<file path="config.mk">
export PLATFORM = sky130hd
export DESIGN_NAME = mips_instr_encoder_flat
export DESIGN_NICKNAME = d
export VERILOG_FILES = /design/src/rtl/mips_instr_encoder_if.sv /design/src/rtl/mips_instr_encoder.sv /design/src/flat_wrapper.sv
export SDC_FILE = /design/constraint.sdc
export NUM_CORES = 1
export LEC_CHECK = 0
export CAP_MARGIN = 40
export CORE_MARGIN = 5
export CORE_UTILIZATION = 54
export DETAILED_ROUTE_END_ITERATION = 8
export PLACE_DENSITY = 0.8
export SKIP_LAST_GASP = 1
export SLEW_MARGIN = 10
export SYNTH_ARGS = -nofsm -noshare
export SYNTH_HDL_FRONTEND = slang
export SYNTH_SLANG_ARGS = --single-unit
</file>
<file path="constraint.sdc">
create_clock -name clk -period 3.3 [get_ports clk]
set_input_delay 0.66 -clock clk [delete_from_list [all_inputs] [get_ports clk]]
set_output_delay 0.66 -clock clk [all_outputs]
set_load 0.01 [all_outputs]
</file>
<file path="src/rtl/mips_instr_encoder_if.sv">
// Request and instruction-memory write bus for mips_instr_encoder.
// master: the encoder (accepts requests, drives memory writes).
// slave : the requester / memory side.
interface mips_instr_encoder_if #(
   parameter int ADDR_W = 10
);
   logic              req_valid;
   logic              req_ready;
   logic [4:0]        req_op;
   logic [4:0]        req_rs;
   logic [4:0]        req_rt;
   logic [4:0]        req_rd;
   logic [25:0]       req_imm;
   logic              imem_we;
   logic [ADDR_W-1:0] imem_addr;
   logic [31:0]       imem_wdata;
   logic              imem_ready;

   modport master (
      input  req_valid, req_op, req_rs, req_rt, req_rd, req_imm, imem_ready,
      output req_ready, imem_we, imem_addr, imem_wdata
   );

   modport slave (
      output req_valid, req_op, req_rs, req_rt, req_rd, req_imm, imem_ready,
      input  req_ready, imem_we, imem_addr, imem_wdata
   );
endinterface

</file>
<file path="src/rtl/mips_instr_encoder.sv">
// MIPS instruction encoder and program loader.
// Packs symbolic requests into 32-bit words, buffers them in a small FIFO and
// writes them sequentially into instruction memory starting at BASE_ADDR.
// Optional build macro ENC_ERR_CHECK_EN: illegal ops are dropped and flagged,
// and logical/LUI immediates with non-zero upper bits are flagged, on o_err.
//
// state | meaning
// IDLE  | no session open, intake closed
// LOAD  | accepting requests and writing buffered words
// FLUSH | intake closed, draining FIFO to memory
// DONE  | session complete, word count held
module mips_instr_encoder #(
   parameter int ADDR_W    = 10,
   parameter int BASE_ADDR = 0,
   parameter int DEPTH     = 4
) (
   input  logic                 clk,
   input  logic                 rst_n,
   input  logic                 i_start,
   input  logic                 i_finish,
   mips_instr_encoder_if.master bus,
   output logic                 o_busy,
   output logic                 o_done,
   output logic [ADDR_W-1:0]    o_word_count,
   output logic                 o_err
);

   localparam int PTR_W = $clog2(DEPTH);
   localparam logic [ADDR_W-1:0] LP_BASE = BASE_ADDR[ADDR_W-1:0];

   typedef enum logic [1:0] {S_IDLE, S_LOAD, S_FLUSH, S_DONE} state_t;

   state_t             r_state;
   state_t             w_state_next;
   logic [31:0]        r_mem [DEPTH];
   logic [PTR_W:0]     r_wr_ptr;
   logic [PTR_W:0]     r_rd_ptr;
   logic [ADDR_W-1:0]  r_wr_addr;
   logic [ADDR_W-1:0]  r_word_count;
   logic [31:0]        w_word;
   logic               w_full;
   logic               w_empty;
   logic               w_accept;
   logic               w_push;
   logic               w_pop;
   logic               w_session_start;
   logic               w_last_pop;

   // Combinational packing of the request fields into a MIPS word
   always_comb begin
      w_word = 32'h0000_0000;
      case (bus.req_op)
         5'd0:  w_word = {6'h00, bus.req_rs, bus.req_rt, bus.req_rd, 5'd0, 6'h20};
         5'd1:  w_word = {6'h00, bus.req_rs, bus.req_rt, bus.req_rd, 5'd0, 6'h22};
         5'd2:  w_word = {6'h00, bus.req_rs, bus.req_rt, bus.req_rd, 5'd0, 6'h24};
         5'd3:  w_word = {6'h00, bus.req_rs, bus.req_rt, bus.req_rd, 5'd0, 6'h25};
         5'd4:  w_word = {6'h00, bus.req_rs, bus.req_rt, bus.req_rd, 5'd0, 6'h2A};
         5'd5:  w_word = {6'h00, bus.req_rs, 5'd0, 5'd0, 5'd0, 6'h08};
         5'd6:  w_word = {6'h23, bus.req_rs, bus.req_rt, bus.req_imm[15:0]};
         5'd7:  w_word = {6'h2B, bus.req_rs, bus.req_rt, bus.req_imm[15:0]};
         5'd8:  w_word = {6'h04, bus.req_rs, bus.req_rt, bus.req_imm[15:0]};
         5'd9:  w_word = {6'h05, bus.req_rs, bus.req_rt, bus.req_imm[15:0]};
         5'd10: w_word = {6'h08, bus.req_rs, bus.req_rt, bus.req_imm[15:0]};
         5'd11: w_word = {6'h0C, bus.req_rs, bus.req_rt, bus.req_imm[15:0]};
         5'd12: w_word = {6'h0D, bus.req_rs, bus.req_rt, bus.req_imm[15:0]};
         5'd13: w_word = {6'h0E, bus.req_rs, bus.req_rt, bus.req_imm[15:0]};
         5'd14: w_word = {6'h02, bus.req_imm};
         5'd15: w_word = {6'h03, bus.req_imm};
         5'd16: w_word = {6'h0F, 5'd0, bus.req_rt, bus.req_imm[15:0]};
         5'd17: w_word = {6'h0B, bus.req_rs, bus.req_rt, bus.req_imm[15:0]};
         default: w_word = 32'h0000_0000;
      endcase
   end

   assign w_full   = (r_wr_ptr[PTR_W] != r_rd_ptr[PTR_W]) &&
                     (r_wr_ptr[PTR_W-1:0] == r_rd_ptr[PTR_W-1:0]);
   assign w_empty  = (r_wr_ptr == r_rd_ptr);
   assign w_accept = bus.req_valid && bus.req_ready;
   assign w_pop    = bus.imem_we && bus.imem_ready;
   assign w_session_start = i_start && ((r_state == S_IDLE) || (r_state == S_DONE));
   // Only FLUSH uses this; no pushes happen there, so one entry left plus a pop means empty
   assign w_last_pop = w_pop && ((r_rd_ptr + 1'b1) == r_wr_ptr);

`ifdef ENC_ERR_CHECK_EN
   logic w_illegal;
   logic w_imm_hi;
   logic r_err;

   assign w_illegal = (bus.req_op > 5'd17);
   assign w_imm_hi  = ((bus.req_op == 5'd11) || (bus.req_op == 5'd12) ||
                       (bus.req_op == 5'd13) || (bus.req_op == 5'd16)) &&
                      (bus.req_imm[25:16] != 10'd0);
   assign w_push    = w_accept && !w_illegal;

   // Sticky error flag, cleared only by reset or a new session
   always_ff @(posedge clk) begin
      if (!rst_n)
         r_err <= 1'b0;
      else if (w_session_start)
         r_err <= 1'b0;
      else if (w_accept && (w_illegal || w_imm_hi))
         r_err <= 1'b1;
   end

   assign o_err = r_err;
`else
   assign w_push = w_accept;
   assign o_err  = 1'b0;
`endif

   // State register
   always_ff @(posedge clk) begin
      if (!rst_n)
         r_state <= S_IDLE;
      else
         r_state <= w_state_next;
   end

   // Next-state logic
   always_comb begin
      w_state_next = r_state;
      case (r_state)
         S_IDLE:  if (i_start) w_state_next = S_LOAD;
         S_LOAD:  if (i_finish) w_state_next = S_FLUSH;
         S_FLUSH: if (w_empty || w_last_pop) w_state_next = S_DONE;
         S_DONE:  if (i_start) w_state_next = S_LOAD;
         default: w_state_next = S_IDLE;
      endcase
   end

   // FIFO storage, pointers, write address and word counter
   always_ff @(posedge clk) begin
      if (!rst_n) begin
         for (int i = 0; i < DEPTH; i++) r_mem[i] <= 32'h0000_0000;
         r_wr_ptr     <= '0;
         r_rd_ptr     <= '0;
         r_wr_addr    <= LP_BASE;
         r_word_count <= '0;
      end else if (w_session_start) begin
         r_wr_ptr     <= '0;
         r_rd_ptr     <= '0;
         r_wr_addr    <= LP_BASE;
         r_word_count <= '0;
      end else begin
         if (w_push) begin
            r_mem[r_wr_ptr[PTR_W-1:0]] <= w_word;
            r_wr_ptr <= r_wr_ptr + 1'b1;
         end
         if (w_pop) begin
            r_rd_ptr     <= r_rd_ptr + 1'b1;
            r_wr_addr    <= r_wr_addr + ADDR_W'(4);
            r_word_count <= r_word_count + 1'b1;
         end
      end
   end

   assign bus.req_ready  = (r_state == S_LOAD) && !w_full;
   assign bus.imem_we    = !w_empty && ((r_state == S_LOAD) || (r_state == S_FLUSH));
   assign bus.imem_addr  = r_wr_addr;
   assign bus.imem_wdata = r_mem[r_rd_ptr[PTR_W-1:0]];
   assign o_busy         = (r_state == S_LOAD) || (r_state == S_FLUSH);
   assign o_done         = (r_state == S_DONE);
   assign o_word_count   = r_word_count;

endmodule

</file>
<file path="src/flat_wrapper.sv">
// flat-port wrapper written by rule: the top's interface ports become plain ports
module mips_instr_encoder_flat 
#(
   parameter int ADDR_W    = 10,
   parameter int BASE_ADDR = 0,
   parameter int DEPTH     = 4
)
  (clk, rst_n, i_start, i_finish, o_busy, o_done, o_word_count, o_err, bus_req_valid, bus_req_op, bus_req_rs, bus_req_rt, bus_req_rd, bus_req_imm, bus_imem_ready, bus_req_ready, bus_imem_we, bus_imem_addr, bus_imem_wdata);
  mips_instr_encoder_if #(.ADDR_W(ADDR_W)) bus_i ();
  input  logic clk;
  input  logic rst_n;
  input  logic i_start;
  input  logic i_finish;
  output logic o_busy;
  output logic o_done;
  output logic [ADDR_W-1:0] o_word_count;
  output logic o_err;
  input wire logic [$bits(bus_i.req_valid)-1:0] bus_req_valid;
  input wire logic [$bits(bus_i.req_op)-1:0] bus_req_op;
  input wire logic [$bits(bus_i.req_rs)-1:0] bus_req_rs;
  input wire logic [$bits(bus_i.req_rt)-1:0] bus_req_rt;
  input wire logic [$bits(bus_i.req_rd)-1:0] bus_req_rd;
  input wire logic [$bits(bus_i.req_imm)-1:0] bus_req_imm;
  input wire logic [$bits(bus_i.imem_ready)-1:0] bus_imem_ready;
  output wire logic [$bits(bus_i.req_ready)-1:0] bus_req_ready;
  output wire logic [$bits(bus_i.imem_we)-1:0] bus_imem_we;
  output wire logic [$bits(bus_i.imem_addr)-1:0] bus_imem_addr;
  output wire logic [$bits(bus_i.imem_wdata)-1:0] bus_imem_wdata;
  assign bus_i.req_valid = bus_req_valid;
  assign bus_i.req_op = bus_req_op;
  assign bus_i.req_rs = bus_req_rs;
  assign bus_i.req_rt = bus_req_rt;
  assign bus_i.req_rd = bus_req_rd;
  assign bus_i.req_imm = bus_req_imm;
  assign bus_i.imem_ready = bus_imem_ready;
  assign bus_req_ready = bus_i.req_ready;
  assign bus_imem_we = bus_i.imem_we;
  assign bus_imem_addr = bus_i.imem_addr;
  assign bus_imem_wdata = bus_i.imem_wdata;
  mips_instr_encoder #(.ADDR_W(ADDR_W), .BASE_ADDR(BASE_ADDR), .DEPTH(DEPTH)) u_core (.clk(clk), .rst_n(rst_n), .i_start(i_start), .i_finish(i_finish), .bus(bus_i), .o_busy(o_busy), .o_done(o_done), .o_word_count(o_word_count), .o_err(o_err));
endmodule
</file>
==> out/metrics.yaml <==
power:
  worst_ir_drop_on_vdd_uv: 365.5
  power.total_mw: 4.682
  leakage_nw: 3.181
  pwr_density_cell_nw_per_um2: 528.1
sta:
  achievable-frequency_mhz: 329.0
  unrepaired_setup_endpoints_after_global_routing: "no"
  maxSlewHeadroom_pct: 41.13
  final_hold_viol_count: 0
  slew_violations: 0
  timing.final.setup_violations: 0
  period_needed_ns: 3.040
  finalClockSkew_ns: 0.007896
  finalSetupTns_ns: 0
  min_period_over_period_pct: 92.12
  timing.hold.ws_ns: 0.4970
  timing_worst_slew_pin_value_ns: 0.8738
floorplan:
  fp-row-count: 41
  die_w_um: 124.1
  floorplan.die.height_um: 124.1
  initial_core_util_pct: 55.44
  floorplan.die_area_um2: 15390
  fp.coreArea_um2: 12670
  boundaryPins: 109
place:
  port_buffers: 104
  routability_congestion: 0.8283
  dp_hpwl_mm: 10.36
worst_setup_path:
  setup.worst_path.end_class: "output port"
  slowest_stage_delay_on_critical_path_ns: 0.50
  critical_path.cell_chain: "xnor2_1, nand3_1, and2_1, clkdlybuf4s50_1"
  crit_cells: 4
  worst-endpoint-arrival_ns: 2.38
  rr_endpoint: "u_core.r_mem[1][14]$_SDFFCE_PN0P_"
  critPathTopFamily: "simple AND/OR/NAND/NOR gates"
  crit_fanout: 7
  worst-r2r-cell-count: 8
  worstPathBufferInverterCount: 1
  reg2reg_slack_ns: 0.58
  timing.critical_path.to: "bus_req_ready"
  worst_r2r_startpoint: "u_core.r_state[0]$_SDFFE_PN0P_"
  cp_slowest_cell: "xnor2_1"
  worst_setup_path_startpoint: "u_core.r_wr_ptr[0]$_SDFFE_PP0P_"
  setup.worst_path.start_class: "flip-flop"
  cp_data_required_time_ns: 2.64
  timing_worst_setup_path_type: "reg -> out"
route:
  detailedRoute.firstIterationViolations: 437
  vias_per_cell: 5.692
  first_pass_iters: 5
  remaining_drc_errors: 0
  vias: 4793
  final_antenna_net_count: 0
  wirelength_routed_mm: 15.95
  avgRoutedWirePerCell_um: 18.95
run:
  count_of_maximum_capacitance_violations: 0
global_route:
  grt_pass1_wl_mm: 25.54
  maximum_number_of_pins_on_one_net_before_global_route_repair: 32
  global_route.overflow_total: 0
  antenna_found_initial: 0
  track_usage_pct: 22.15
  grt_pass1_vias: 4954
clock_tree:
  htree_levels: 4
  tritoncts: "yes"
  cts.hold.buffers_added: 0
  cts_root_buf: "clkbuf_16"
  clock_sinks: 152
  cts_repair_resize_count: 0
  clock_latency_ns: 0.42
  postCtsSetupRepairBufs: 0
  clockBufferDepth: 2
  register_clock_pin_slew_on_the_reported_worst_setup_and_hold_paths_ns: 0.06
  tritoncts.num_buffers: 17
synth:
  post-synth-top-count-cell: "edfxtp_1"
  synth_seq_area_share_pct: 60.99
  synth_warnings: 0
  synth_top_cell_by_area: "edfxtp_1"
  synth.top_cells.by_count: "124 x edfxtp_1, 113 x nor2_1, 31 x mux4_2, 28 x dfxtp_1, 27 x nand2_1"
  netlist-cell-type-count: 49
  ys_seq_elements: 152
  synth_largest_type_area_fraction_pct: 53.01
  synthesis.instances: 540
  synth-edff-count: 124
  ys_async_sr_fraction_pct: 0
  yosys-top-cells-area: "edfxtp_1 53%, mux4_2 9.9%, dfxtp_1 8.0%, nor2_1 6.0%, xor2_1 2.2%"
  yosys_most_used_dff: "edfxtp_1"
  post_synth.cell_area_avg_um2: 13.01
  cell_area_synth_um2: 7024
status:
  outcome: "completed"
cells_and_area:
  n_fill_cell: 891
  antenna-diode-count: 0
  multi_input_area_um2: 2531
  final_nets: 717
  areaGrowthSynthToFinish_pct: 26.22
  area.sequential_um2: 4285
  share_of_layout_cells_above_drive_strength_1_pct: 14.03
hold_path:
  hold_class: "reg -> reg"
-- where the power goes --
group / leakage (nW) / internal, mW / switching, mW
logic: 1.42 / 0.346 / 0.375
registers: 1.51 / 2.17 / 0.0440
clock network: 0.256 / 1.02 / 0.725
total: 3.18 / 3.54 / 1.14
-- how the worst min path moves through the flow --
stage / startpoint / to / slack, ns / cells after the start
2_1_floorplan: u_core.r_state[0]$_SDFFE_PN0P_ / u_core.r_state[0]$_SDFFE_PN0P_ / 0.47 / 2
3_3_place_gp: u_core.r_state[0]$_SDFFE_PN0P_ / u_core.r_state[0]$_SDFFE_PN0P_ / 0.49 / 2
3_5_place_dp: u_core.r_state[0]$_SDFFE_PN0P_ / u_core.r_state[0]$_SDFFE_PN0P_ / 0.50 / 2
4_1_cts: u_core.r_state[0]$_SDFFE_PN0P_ / u_core.r_state[0]$_SDFFE_PN0P_ / 0.51 / 2
5_1_grt: u_core.r_state[0]$_SDFFE_PN0P_ / u_core.r_state[0]$_SDFFE_PN0P_ / 0.55 / 2
6_report: u_core.r_state[0]$_SDFFE_PN0P_ / u_core.r_state[0]$_SDFFE_PN0P_ / 0.50 / 2
-- layout make-up --
| type | count | share of cell area, % |
|---|---|---|
| sequential | 152 | 48.33 |
| multi-input combinational | 345 | 28.55 |
| timing repair buffer | 126 | 14.14 |
| clock buffer | 20 | 4.925 |
| tap | 172 | 2.427 |
| clock inverter | 11 | 0.9455 |
| inverter | 16 | 0.6774 |
-- logic make-up after synthesis --
| logic type | after synthesis | synth area share (%) |
|---|---|---|
| muxes | 35 | 10.51 |
| DFF | 152 | 60.99 |
| other | 1 | 0.05339 |
| xor gates and xnor gates | 28 | 3.491 |
| AOI/OAI and AO/OA | 50 | 4.917 |
| adders and majority gates | 7 | 1.247 |
| and+or+nand+nor | 221 | 15.57 |
| buffers and inverters | 46 | 3.224 |
-- metrics by stage --
stage	setup WS, ns	cell area (µm²)	cells	util (%)
2_1_floorplan	0.4833	7036	543	-
3_3_place_gp	0.2330	8341	810	65.82
3_5_place_dp	0.08221	8346	811	65.86
4_1_cts	0.2749	8866	842	69.97
5_1_grt	0.1556	8866	842	69.97
6_report	0.2601	8866	842	69.97
-- per-layer routing --
metal  track usage, %  share of wire (%)  vias up
li1                 -                  -     2206
met1            28.80                 40     2336
met2            36.89                 50      234
met3            5.631                8.6       17
met4            6.776                1.3        0
met5                0                  0        -
-- sequential cells by signal, indices dropped and copies added, names as in the netlist, named ones only --
name / flops
u_core.bus.imem_addr: 8
u_core.r_wr_ptr: 3
u_core.o_word_count: 10
u_core.r_rd_ptr: 3
u_core.r_state: 2
u_core.r_mem: 124
-- tightest hold or removal path: stages (launching register included) --
cell,delay [ns]
dfxtp_1,0.33
nand2_1,0.06
o21ai_0,0.06
-- cell usage in the layout (no fill, tap or decap), types with 14 or more instances in the layout --
cell type        netlist  routed
and2_1                22      22
buf_4                  5      17
clkdlybuf4s50_1        0     104
nor2_1               113     113
dfxtp_1               28      27
mux4_2                31      31
a22oi_1               15      15
edfxtp_1             124     124
nand2_1               27      27
and3_1                14      14
clkbuf_16              0      17
inv_1                 16      16
xor2_1                18      18
(Power assumes the default switching activity.)
==> variant (config.mk and constraints unchanged) <==
Add a define of `ENC_ERR_CHECK_EN`.
--- a/src/rtl/mips_instr_encoder.sv
+++ b/src/rtl/mips_instr_encoder.sv
@@ -9,6 +9,8 @@
 // LOAD  | accepting requests and writing buffered words
 // FLUSH | intake closed, draining FIFO to memory
 // DONE  | session complete, word count held
+`define ENC_ERR_CHECK_EN
+
 module mips_instr_encoder #(
    parameter int ADDR_W    = 10,
    parameter int BASE_ADDR = 0,
Check against the original RTL: not equivalent (Yosys sat finds a counterexample within 4 cycles, from zero or initial values and one cycle with rst_n low).
==> variant against the unedited design <==
Clock power is 6% higher; area after synthesis is 0.25% lower; power is 1.4% lower; setup slack better by 0.16 ns; sequential cell count is 1 higher; final area is 0.41% lower; core utilization is 0.29 points lower; wire length is 0.17% lower; critical path type unchanged.
==> variant: results (changes against the unedited design) <==
- Fill count: 919 (+3.1%)
- Ranking of synthesized cells by area: edfxtp_1 53%, mux4_2 10%, dfxtp_1 8.3%
- Cell variety after synth: 50 (+2.0%)
- Hold WS: 0.4985 ns (+0.001512 ns)
- Register bit total from synthesis: 153 (+0.66%)
- Max IR drop VDD: 359.0 uV (-1.8%)
- Clock buffers: 19 (-5.0%)
- Placed Area: 8269 um2 (-0.91%)
- Top cells by count, synth: 136 x nor2_1, 124 x edfxtp_1, 39 x nand2_1
- WP data arrival: 2.22 ns (-0.16 ns)
- Multi-input gate area: 2460 um2 (-2.8%)
- RR Endpoint: u_core.r_mem[2][9]
- Multiplexer share of the synthesized area: 10.55% (+0.044 points)
- Non-clock buffers: 124 (-1.6%)
- Min-delay src: u_core.bus.imem_addr[3]
- IO buf count: 105 (+0.96%)
- Number of global-route vias before repair: 4975 (+0.42%)
- Status: finished clean
- First-pass GRT wire length: 24990 um (-2.1%)
- Compound-cell area share of the yosys netlist: 5.625% (+0.71 points)
- Final Skew: 0.009749 ns (+0.001853 ns)
- Sw Share: 23.36% (-1.1 points)
- Xor/xnor cell area share of the yosys netlist: 3.250% (-0.24 points)
- Register Area: 4305 um2 (+0.47%)
- CP top delay family: XOR/XNOR gates
- Clk tree area frac: 6.348% (+0.48 points)
- Clk pwr share: 39.8% (+2.6 points)
- #MultiIn Comb: 358 (+3.8%)
- Vias: 4851 (+1.2%)
- Buffering overhead: 14.17% (+0.030 points)
- Reg2Reg Setup Slack: 0.85 ns (+0.27 ns)
- Final period util: 87.36% (-4.8 points)
- Leak: 3.009 nW (-5.4%)
- Vias per cell: 5.721 (+0.49%)
- Die Area: 15350 um2 (-0.23%)
- DP Cell Count: 817 (+0.74%)
- Hold Path Sink: u_core.bus.imem_addr[3]
- Fraction of area in multi-input gates: 27.86% (-0.69 points)
- Pre-CTS WS: 0.2068 ns (+0.1246 ns)
- Wire per inst: 18.78 um (-0.88%)
- Slowest cell delay on critical path: 0.56 ns (+0.06 ns)
==> variant: worst register-to-register path, cell delays in order, from the launching register on <==
cell	delay (ns)
dfxtp_1	0.48
xnor2_1	0.25
a311oi_4	0.47
nand3_2	0.15
or3b_1	0.42
nand2_1	0.13
buf_12	0.24
==> variant: cells by family (layout without fill, tap and decap cells) <==
logic type | Yosys count | count (layout)
AOI/OAI and AO/OA | 56 | 56
muxes | 35 | 35
buffers and inverters | 47 | 165
and+or+nand+nor | 231 | 231
other | 1 | 3
DFF | 153 | 153
xor gates and xnor gates | 26 | 26
adders and majority gates | 7 | 7
==> variant: layer usage <==
| layer | wire length [um] | vias to the layer above | GRT usage [%] |
|---|---|---|---|
| met5 | 0 | - | 0 |
| met4 | 370 | 0 | 9.103 |
| met3 | 1240 | 26 | 6.267 |
| met2 | 8159 | 222 | 36.30 |
| met1 | 6153 | 2374 | 27.28 |
| li1 | - | 2229 | - |
